File: config.mk
export PLATFORM = sky130hd
export DESIGN_NAME = event_window_ctrl
export DESIGN_NICKNAME = d
export VERILOG_FILES = /design/src/rtl/event_window_ctrl.sv
export SDC_FILE = /design/constraint.sdc
export NUM_CORES = 1
export LEC_CHECK = 0
export ABC_AREA = 0
export CAP_MARGIN = 10
export CORE_MARGIN = 3
export CORE_UTILIZATION = 42
export CTS_BUF_LIST = sky130_fd_sc_hd__clkbuf_8 sky130_fd_sc_hd__clkbuf_16
export CTS_CLUSTER_DIAMETER = 50
export DETAILED_ROUTE_END_ITERATION = 8
export GPL_TIMING_DRIVEN = 1
export PLACE_DENSITY = 0.8
export SLEW_MARGIN = 20
export SYNTH_ARGS = -nofsm -noshare
export SYNTH_HDL_FRONTEND = slang
export SYNTH_SLANG_ARGS = --single-unit
File: constraint.sdc
create_clock -name clk -period 1.6 [get_ports clk]
set_input_delay 0.32 -clock clk [delete_from_list [all_inputs] [get_ports clk]]
set_output_delay 0.32 -clock clk [all_outputs]
set_load 0.005 [all_outputs]
File: src/rtl/event_window_ctrl.sv
// -----------------------------------------------------------------------------
// event_window_ctrl
//
// Consumer-side controller for the event window buffer. Takes one event at a
// time from an upstream valid/ready stream, writes it into the buffer, waits
// for the write to complete, requests the 3x3 window centred on the same
// address, and offers the captured window to a downstream valid/ready sink.
//
// Handshake rule (both streams): a transfer happens on a rising clk edge where
// valid and ready are both high. Once valid is raised, valid and its payload
// stay stable until that transfer edge.
//
// Optional feature (macro EVT_CNT_EN): adds evt_count (OUT handshakes, wraps)
// and drop_count (timeout aborts, saturates at 255). Undefined by default.
//
// Ports:
//   clk, rst_n          clock, synchronous active-low reset
//   s_event_*           upstream event stream (addr = {row[15:8], col[7:0]})
//   buf_event_*         one-cycle write pulse + held write address/value
//   buf_write_done      buffer write-complete pulse
//   buf_read_req        one-cycle window read pulse
//   buf_window_addr     window centre address (held latched address)
//   buf_window_value    packed window, [0][0] in MSBs, [2][2] in LSBs
//   buf_window_valid    window valid pulse
//   m_window_*          downstream window stream
//   evt_count           (EVT_CNT_EN) completed output handshakes
//   drop_count          (EVT_CNT_EN) timeout aborts
//   dbg_state           current FSM state encoding
//   err_timeout         sticky timeout flag, cleared only by reset
// -----------------------------------------------------------------------------
module event_window_ctrl #(
  parameter int DATA_WIDTH     = 4,
  parameter int WINDOW_SIZE    = 3,
  parameter int TIMEOUT_CYCLES = 512
) (
  input  logic                                       clk,
  input  logic                                       rst_n,
  input  logic                                       s_event_valid,
  output logic                                       s_event_ready,
  input  logic [15:0]                                s_event_addr,
  input  logic [DATA_WIDTH-1:0]                      s_event_value,
  output logic                                       buf_event_valid,
  output logic [15:0]                                buf_event_addr,
  output logic [DATA_WIDTH-1:0]                      buf_event_value,
  input  logic                                       buf_write_done,
  output logic                                       buf_read_req,
  output logic [15:0]                                buf_window_addr,
  input  logic [WINDOW_SIZE*WINDOW_SIZE*DATA_WIDTH-1:0] buf_window_value,
  input  logic                                       buf_window_valid,
  output logic                                       m_window_valid,
  input  logic                                       m_window_ready,
  output logic [WINDOW_SIZE*WINDOW_SIZE*DATA_WIDTH-1:0] m_window_value,
  output logic [15:0]                                m_window_addr,
`ifdef EVT_CNT_EN
  output logic [15:0]                                evt_count,
  output logic [7:0]                                 drop_count,
`endif
  output logic [2:0]                                 dbg_state,
  output logic                                       err_timeout
);

  localparam int WIN_W = WINDOW_SIZE * WINDOW_SIZE * DATA_WIDTH;
  localparam int CNT_W = (TIMEOUT_CYCLES > 1) ? $clog2(TIMEOUT_CYCLES) : 1;
  localparam logic [CNT_W-1:0] TO_LAST = CNT_W'(TIMEOUT_CYCLES - 1);

  typedef enum logic [2:0] {
    IDLE    = 3'd0,
    WR_REQ  = 3'd1,
    WR_WAIT = 3'd2,
    RD_REQ  = 3'd3,
    RD_WAIT = 3'd4,
    OUT     = 3'd5
  } state_t;

  state_t                  state_q, state_d;
  logic [15:0]             addr_q;
  logic [DATA_WIDTH-1:0]   value_q;
  logic [CNT_W-1:0]        wait_cnt_q;
  logic [WIN_W-1:0]        win_q;
  logic [15:0]             win_addr_q;
  logic                    err_q;
  logic                    timeout_hit;
  logic                    accept;
  logic                    capture;
  logic                    out_done;

  // Next-state logic and pulse outputs decoded from the current state.
  always_comb begin
    state_d         = state_q;
    timeout_hit     = 1'b0;
    accept          = 1'b0;
    capture         = 1'b0;
    out_done        = 1'b0;
    s_event_ready   = 1'b0;
    buf_event_valid = 1'b0;
    buf_read_req    = 1'b0;
    m_window_valid  = 1'b0;
    case (state_q)
      IDLE: begin
        s_event_ready = 1'b1;
        if (s_event_valid) begin
          accept  = 1'b1;
          state_d = WR_REQ;
        end
      end
      WR_REQ: begin
        buf_event_valid = 1'b1;
        state_d         = WR_WAIT;
      end
      WR_WAIT: begin
        if (buf_write_done) begin
          state_d = RD_REQ;
        end else if (wait_cnt_q == TO_LAST) begin
          timeout_hit = 1'b1;
          state_d     = IDLE;
        end
      end
      RD_REQ: begin
        buf_read_req = 1'b1;
        state_d      = RD_WAIT;
      end
      RD_WAIT: begin
        if (buf_window_valid) begin
          capture = 1'b1;
          state_d = OUT;
        end else if (wait_cnt_q == TO_LAST) begin
          timeout_hit = 1'b1;
          state_d     = IDLE;
        end
      end
      OUT: begin
        m_window_valid = 1'b1;
        if (m_window_ready) begin
          out_done = 1'b1;
          state_d  = IDLE;
        end
      end
      default: state_d = IDLE;
    endcase
  end

  always_ff @(posedge clk) begin
    if (!rst_n) begin
      state_q    <= IDLE;
      addr_q     <= '0;
      value_q    <= '0;
      wait_cnt_q <= '0;
      win_q      <= '0;
      win_addr_q <= '0;
      err_q      <= 1'b0;
    end else begin
      state_q <= state_d;
      if (accept) begin
        addr_q  <= s_event_addr;
        value_q <= s_event_value;
      end
      // Counter restarts in each request state so each wait gets a full budget.
      if (state_q == WR_REQ || state_q == RD_REQ) begin
        wait_cnt_q <= '0;
      end else if (state_q == WR_WAIT || state_q == RD_WAIT) begin
        wait_cnt_q <= wait_cnt_q + 1'b1;
      end
      if (capture) begin
        win_q      <= buf_window_value;
        win_addr_q <= addr_q;
      end
      if (timeout_hit) begin
        err_q <= 1'b1;
      end
    end
  end

`ifdef EVT_CNT_EN
  logic [15:0] evt_cnt_q;
  logic [7:0]  drop_cnt_q;

  always_ff @(posedge clk) begin
    if (!rst_n) begin
      evt_cnt_q  <= '0;
      drop_cnt_q <= '0;
    end else begin
      if (out_done) begin
        evt_cnt_q <= evt_cnt_q + 16'd1;
      end
      if (timeout_hit && drop_cnt_q != 8'hFF) begin
        drop_cnt_q <= drop_cnt_q + 8'd1;
      end
    end
  end

  assign evt_count  = evt_cnt_q;
  assign drop_count = drop_cnt_q;
`endif

  // Data outputs hold the latched event between pulses.
  assign buf_event_addr  = addr_q;
  assign buf_event_value = value_q;
  assign buf_window_addr = addr_q;
  assign m_window_value  = win_q;
  assign m_window_addr   = win_addr_q;
  assign err_timeout     = err_q;
  assign dbg_state       = state_q;

endmodule

==> reports/qor.yml, run 1 <==
detailed_routing:
  drtAntennaViolNets: 0
  drt_iter0_drc: 157
  routed_wl_mm: 11.5
  drcViolationCount: 0
  wl_per_cell_um: 16.7
  viasPerCell: 5.10
  route.vias.total: 3514
  dr.pass1.iters: 4
run:
  cap_violations: 0
global_routing:
  grt_pass1_vias: 3305
  grt_usage_pct: 20.0
  grt_antenna_before_repair: 0
  grt_pass1_wl_mm: 15.8
  grt-ovfl-total: 0
  grt_max_degree: 55
worst_setup_path:
  critPathMaxFanout: 5
  crit_type: "flip-flop to flip-flop"
  rrSetupSlack_ns: -0.10
  cp-start-kind: "flip-flop"
  worst_path_max_delay_cell: "dfxtp_4"
  path_depth: 9
  end_kind: "flip-flop"
  critPathCapture: "buf_event_addr[8]$_SDFFE_PN0P_"
  cp_top_family: "buffers and inverters"
  crit_buf_inv: 6
  cp-startpoint: "dbg_state[1]$_SDFFE_PN0P_"
  reg2reg_depth: 9
  cpMostUsedCell: "buf_6"
  r2r_end: "buf_event_addr[8]$_SDFFE_PN0P_"
  worstReg2RegStart: "dbg_state[1]$_SDFFE_PN0P_"
  max_stage_delay_ns: 0.37
  required_ns: 1.88
  crit_path_cell_trace: "buf_8 -> buf_8 -> buf_6 -> buf_6 -> nor4b_4 -> buf_6 -> clkbuf_16 -> nand2_4 -> a21boi_2"
  cp.arrival_ns: 1.99
logic_synthesis:
  synth_top_area_share_pct: 48.0
  syn_nets: 481
  synthArstFlopShare_pct: 0
  synthFlopType: "dfxtp_1"
  yosysTopAreaCell: "dfxtp_1"
  syn_area_per_cell_um2: 8.50
  synthCells: 417
  synth.cell_area_um2: 3550
  synth-edff-count: 0
  synth.area.top_cells: "dfxtp_1, nand2_1, a21boi_0"
  synth-seq-cells: 85
  synth.distinct_cells: 39
  yosysWarnings: 0
  ys_seq_area_share_pct: 48.0
placement:
  portBuffers: 157
  place_hpwl_mm: 6.72
  routabilityCongestion: 0.803
layout:
  multi_input_area_um2: 1930
  area.sequential_um2: 1740
  layout_common_cells: "clkdlybuf4s50_1, nand2_1, dfxtp_1"
  utilization_pct: 77.7
  fin_nets: 646
  final_common_cell: "clkdlybuf4s50_1"
  num_antenna_cells: 0
  layout-drive-gt1-share_pct: 27.3
  fillers: 542
  syn_to_final_growth_pct: 74.5
power_and_ir_drop:
  peakVddDrop_mv: 0.529
  switching_share_pct: 24.9
  pwr-share-seq_pct: 46.2
  p_sw_w: 0.00120
  p_int_w: 0.00362
  power.leakage_nw: 2.39
  power_frac_comb_pct: 19.0
  power_density_nw_per_um2: 779
  clkPwrFrac_pct: 34.8
sta:
  max_freq_mhz: 587
  rsz0062_at_grt: "yes"
  worst_slew_pin_slew_ns: 0.569
  hold_violations: 0
  setup_ws_ns: -0.104
  finalClockSkew_ns: 0.0121
  finalSetupViolCount: 72
  slew_viol_final: 0
  layout_min_cycle_time_ns: 1.70
  slew_headroom_pct: 61.9
  totalNegativeSetupSlack_ns: -3.62
  min_period_over_period_pct: 106
die:
  ios: 158
  start_util_pct: 44.5
  die_h_um: 97.9
  coreArea_um2: 7970
  die-area_um2: 9580
  die_w_um: 97.9
  num_rows: 32
clocking:
  clkLatencyLatePin_ns: 0.35
  cts-hold-fix-buffers: 0
  clkTransAtPathRegs_ns: 0.09
  cts_buffer_depth: 2
  numCtsBuffers: 9
  cts.sinks: 85
  root_buffer: "clkbuf_8"
  htreeDepth: 3
  cts_tree: "yes"
run_status:
  violations: "negative setup slack"
  status: "complete, but fails checks"
hold_path:
  hp-class: "input pin to flip-flop"
==> final cells by class <==
class / count / share of cell area (%)
clock buffer: 9 / 2.00
sequential: 85 / 28.1
multi-input combinational: 282 / 31.2
inverter: 5 / 0.303
tap: 102 / 2.06
timing repair buffer: 199 / 34.8
clock inverter: 7 / 1.56
==> power by group through the flow <==
stage	registers, W	logic, W	clock network, W
after floorplan	0.00226	0.000260	0
after detailed placement	0.00226	0.000646	0
after global placement	0.00226	0.000635	0
after global routing	0.00224	0.000965	0.00179
after CTS	0.00222	0.000761	0.00171
final	0.00223	0.000915	0.00168
==> how the worst min path moves through the flow <==
stage,from,end,slack (ns),cells past startpoint
final,rst_n,err_timeout$_SDFFE_PN0P_,0.31,2
after global routing,rst_n,err_timeout$_SDFFE_PN0P_,0.32,2
after CTS,rst_n,err_timeout$_SDFFE_PN0P_,0.29,2
after detailed placement,m_window_addr[10]$_SDFFE_PN0P_,m_window_addr[10]$_SDFFE_PN0P_,0.45,2
after global placement,m_window_addr[15]$_SDFFE_PN0P_,m_window_addr[15]$_SDFFE_PN0P_,0.44,2
after floorplan,m_window_addr[0]$_SDFFE_PN0P_,m_window_addr[0]$_SDFFE_PN0P_,0.45,2
==> repair_timing <==
item / in CTS / in global routing
cloned: 3 / 9
setup endpoints to repair: 36 / 102
gates resized for setup: 97 / 131
buffers inserted: 9 / 4
pin swaps: 1 / 68
==> cell usage after synthesis (all sizes together), types with 3 or more instances <==
master  count
a21boi     73
a21oi       9
buf        29
clkbuf     16
dfxtp      85
inv         5
nand2     148
nand3       5
nor2b       4
o21ai       5
o31ai       3
or3         3
or4         3
==> registers in the layout (all words and copies together) (netlist names) <==
| register | count |
|---|---|
| buf_event_addr | 16 |
| buf_event_value | 4 |
| dbg_state | 3 |
| err_timeout | 1 |
| m_window_addr | 16 |
| m_window_value | 36 |
| wait_cnt_q | 9 |
==> through the flow <==
step                cell area [µm²]  hold WS, ns  total power (W)  instances  setup slack, ns
floorplan                      3550        0.451          0.00252        417            0.193
global placement               5190        0.442          0.00290        650           -0.125
detailed placement             5190        0.446          0.00291        650           -0.227
CTS                            5590        0.286          0.00469        677          -0.0567
global route                   6190        0.316          0.00500        689           -0.147
finish                         6190        0.308          0.00482        689           -0.104
==> cells by family (layout without fill, tap and decap cells) <==
group,count (synthesis),in the layout,synth area share [%]
fa+ha+maj,2,2,0.706
mux,2,2,0.565
simple gates,182,182,22.3
buf+inv,50,220,8.64
xor+xnor,2,2,0.706
flops,85,85,48.0
compound gates,94,94,19.1
==> worst reg2reg max path, delay by kind of cell, from the launching register on <==
family / cells / cell delay, ns
and+or+nand+nor: 2 / 0.32
DFF: 1 / 0.37
AOI/OAI and AO/OA: 1 / 0.13
buffers and inverters: 6 / 0.82
==> per-layer routing <==
metal | up-vias | track usage (%) | share of wire, %
met5 | - | 0 | 0
met4 | 0 | 6.28 | 1.6
met3 | 18 | 5.00 | 5.8
met2 | 119 | 34.3 | 51
met1 | 1671 | 24.7 | 41
li1 | 1706 | - | -
No activity file was read; power rests on OpenSTA's default activity.
==> run 2, diff against run 1 <==
--- a/config.mk
+++ b/config.mk
@@ -7,7 +7,7 @@
 export LEC_CHECK = 0
 export ABC_AREA = 0
 export CAP_MARGIN = 10
-export CORE_MARGIN = 3
+export CORE_MARGIN = 2
 export CORE_UTILIZATION = 42
 export CTS_BUF_LIST = sky130_fd_sc_hd__clkbuf_8 sky130_fd_sc_hd__clkbuf_16
 export CTS_CLUSTER_DIAMETER = 50
==> reports/qor.yml, run 2 (same netlist as run 1, synthesis figures left out) <==
power_and_ir_drop:
  power_density_nw_per_um2: 760
  power_w: 0.00442
  power.leakage_nw: 2.09
  peakVddDrop_mv: 0.526
worst_setup_path:
  cp.arrival_ns: 1.92
  crit_path_cell_trace: "buf_6 -> buf_8 -> nor4bb_4 -> buf_6 -> clkbuf_16 -> nand2_1 -> a21boi_1"
  crit_buf_inv: 4
  reg2reg_depth: 7
  r2r_end: "m_window_value[25]$_SDFFE_PN0P_"
  cp-startpoint: "dbg_state[0]$_SDFFE_PN0P_"
  critPathMaxFanout: 7
  cpMostUsedCell: "buf_6"
  end_kind: "flip-flop"
  max_stage_delay_ns: 0.42
  worst_path_max_delay_cell: "nor4bb_4"
  rrSetupSlack_ns: -0.04
  required_ns: 1.88
  cp-start-kind: "flip-flop"
  cp_top_family: "buffers and inverters"
  worstReg2RegStart: "dbg_state[0]$_SDFFE_PN0P_"
  crit_type: "flip-flop to flip-flop"
sta:
  slew_headroom_pct: 65.7
  max_freq_mhz: 608
  slew_viol_final: 0
  layout_min_cycle_time_ns: 1.64
  hold_violations: 0
  rsz0062_at_grt: "yes"
  setup_ws_ns: -0.0449
  finalSetupViolCount: 39
  totalNegativeSetupSlack_ns: -0.900
  finalClockSkew_ns: 0.0114
  worst_slew_pin_slew_ns: 0.514
  min_period_over_period_pct: 103
detailed_routing:
  drt_iter0_drc: 94
  wl_per_cell_um: 15.3
  met1_length_mm: 4.49
  routed_wl_mm: 10.5
  drtAntennaViolNets: 0
  dr.pass1.iters: 4
  viasPerCell: 5.01
  drcViolationCount: 0
  top_layer: "met4"
  route.vias.total: 3439
  wl_met2_mm: 5.26
  dr_wl_met3_um: 659
placement:
  dpl.cell_count: 653
  place_hpwl_mm: 6.46
  place_area_um2: 5180
  routabilityCongestion: 0.753
  portBuffers: 157
clocking:
  numCtsBuffers: 9
  cts-hold-fix-buffers: 0
  cts.sinks: 85
  clkTransAtPathRegs_ns: 0.08
  root_buffer: "clkbuf_8"
  clkLatencyLatePin_ns: 0.35
  cts_tree: "yes"
  cts_buffer_depth: 2
  htreeDepth: 3
layout:
  layout-drive-gt1-share_pct: 20.8
  largest_reg_flops: 36
  final_common_cell: "clkdlybuf4s50_1"
  num_antenna_cells: 0
  fin_nets: 641
  stdcell_area_um2: 5820
  finalNonFillerCells: 687
  syn_to_final_growth_pct: 64.0
  utilization_pct: 70.8
  layout_common_cells: "clkdlybuf4s50_1, nand2_1, dfxtp_1"
die:
  die_w_um: 95.9
  start_util_pct: 43.2
  ios: 158
  num_rows: 33
  die_h_um: 95.9
  coreArea_um2: 8220
  die-area_um2: 9190
hold_path:
  whs_path_depth: 2
  min-delay-start: "m_window_value[11]$_SDFFE_PN0P_"
  holdPathEnd: "m_window_value[11]$_SDFFE_PN0P_"
  hp-class: "flip-flop to flip-flop"
run:
  cap_violations: 0
global_routing:
  grt_usage_pct: 19.2
  grt_max_degree: 53
  grt_pass1_wl_mm: 14.0
  grt_antenna_before_repair: 0
  grt-ovfl-total: 0
  grt_pass1_vias: 3045
run_status:
  violations: "negative setup slack"
  status: "complete, but fails checks"
-- run 2: cell count changes in the layout (fill, tap and decap cells not counted), sizes merged, moves of 2 or more --
cell / delta
buf: -7
bufinv: -2
clkbuf: +2
clkinvlp: +2
-- run 2: final cells by class --
type | count | area (µm²)
well taps | 105 | 131
clock buffers | 10 | 138
flip-flops and latches | 85 | 1740
clock inverters | 6 | 46.3
inverters | 5 | 18.8
multi-input cells | 282 | 1720
fillers | 650 | 2400
repair buffers | 194 | 2020
-- run 2: how the worst max path moves through the flow --
stage / endpoint / slack (ns) / cells after the start
5_1_grt: m_window_value[25]$_SDFFE_PN0P_ / -0.11 / 7
3_3_place_gp: buf_event_addr[0]$_SDFFE_PN0P_ / -0.12 / 5
6_report: m_window_value[25]$_SDFFE_PN0P_ / -0.04 / 7
2_1_floorplan: dbg_state[2]$_SDFFE_PN0P_ / 0.19 / 7
3_5_place_dp: m_window_addr[7]$_SDFFE_PN0P_ / -0.18 / 5
4_1_cts: buf_read_req / -0.06 / 4
-- run 2: what timing repair did --
item | CTS | global route
setup buffers | 2 | 8
setup endpoints to repair | 12 | 110
cloned | 0 | 9
pin swaps | 0 | 27
resized for setup | 35 | 122
-- run 2: metrics by stage --
| step | worst slack (ns) | hold WS [ns] |
|---|---|---|
| floorplan | 0.193 | 0.451 |
| global placement | -0.122 | 0.441 |
| detailed placement | -0.181 | 0.445 |
| CTS | -0.0628 | 0.457 |
| global route | -0.111 | 0.472 |
| finish | -0.0449 | 0.454 |
-- run 2: metal layers --
layer	GRT usage (%)	vias to the layer above
li1	-	1683
met1	23.0	1626
met2	34.4	121
met3	4.07	9
met4	5.95	0
met5	0	-
-- run 2: power by group --
group	switching, W	total [W]	internal (W)
sequential	0.0000503	0.00223	0.00218
combinational	0.000296	0.000783	0.000486
clock	0.000798	0.00141	0.000615
total	0.00114	0.00442	0.00328
-- run 2: worst min-delay path: cells and delay by family (launching register included) --
family,cells,cell delay [ns]
AND/OR/NAND/NOR,1,0.05
AO/OA/AOI/OAI,1,0.05
flip-flops,1,0.31
==> run 3, diff against run 2 <==
--- a/config.mk
+++ b/config.mk
@@ -13,6 +13,7 @@
 export CTS_CLUSTER_DIAMETER = 50
 export DETAILED_ROUTE_END_ITERATION = 8
 export GPL_TIMING_DRIVEN = 1
+export HOLD_SLACK_MARGIN = 0.03
 export PLACE_DENSITY = 0.8
 export SLEW_MARGIN = 20
 export SYNTH_ARGS = -nofsm -noshare
==> results of run 3 <==
Final layout, timing and power as in run 2 (identical DEF).
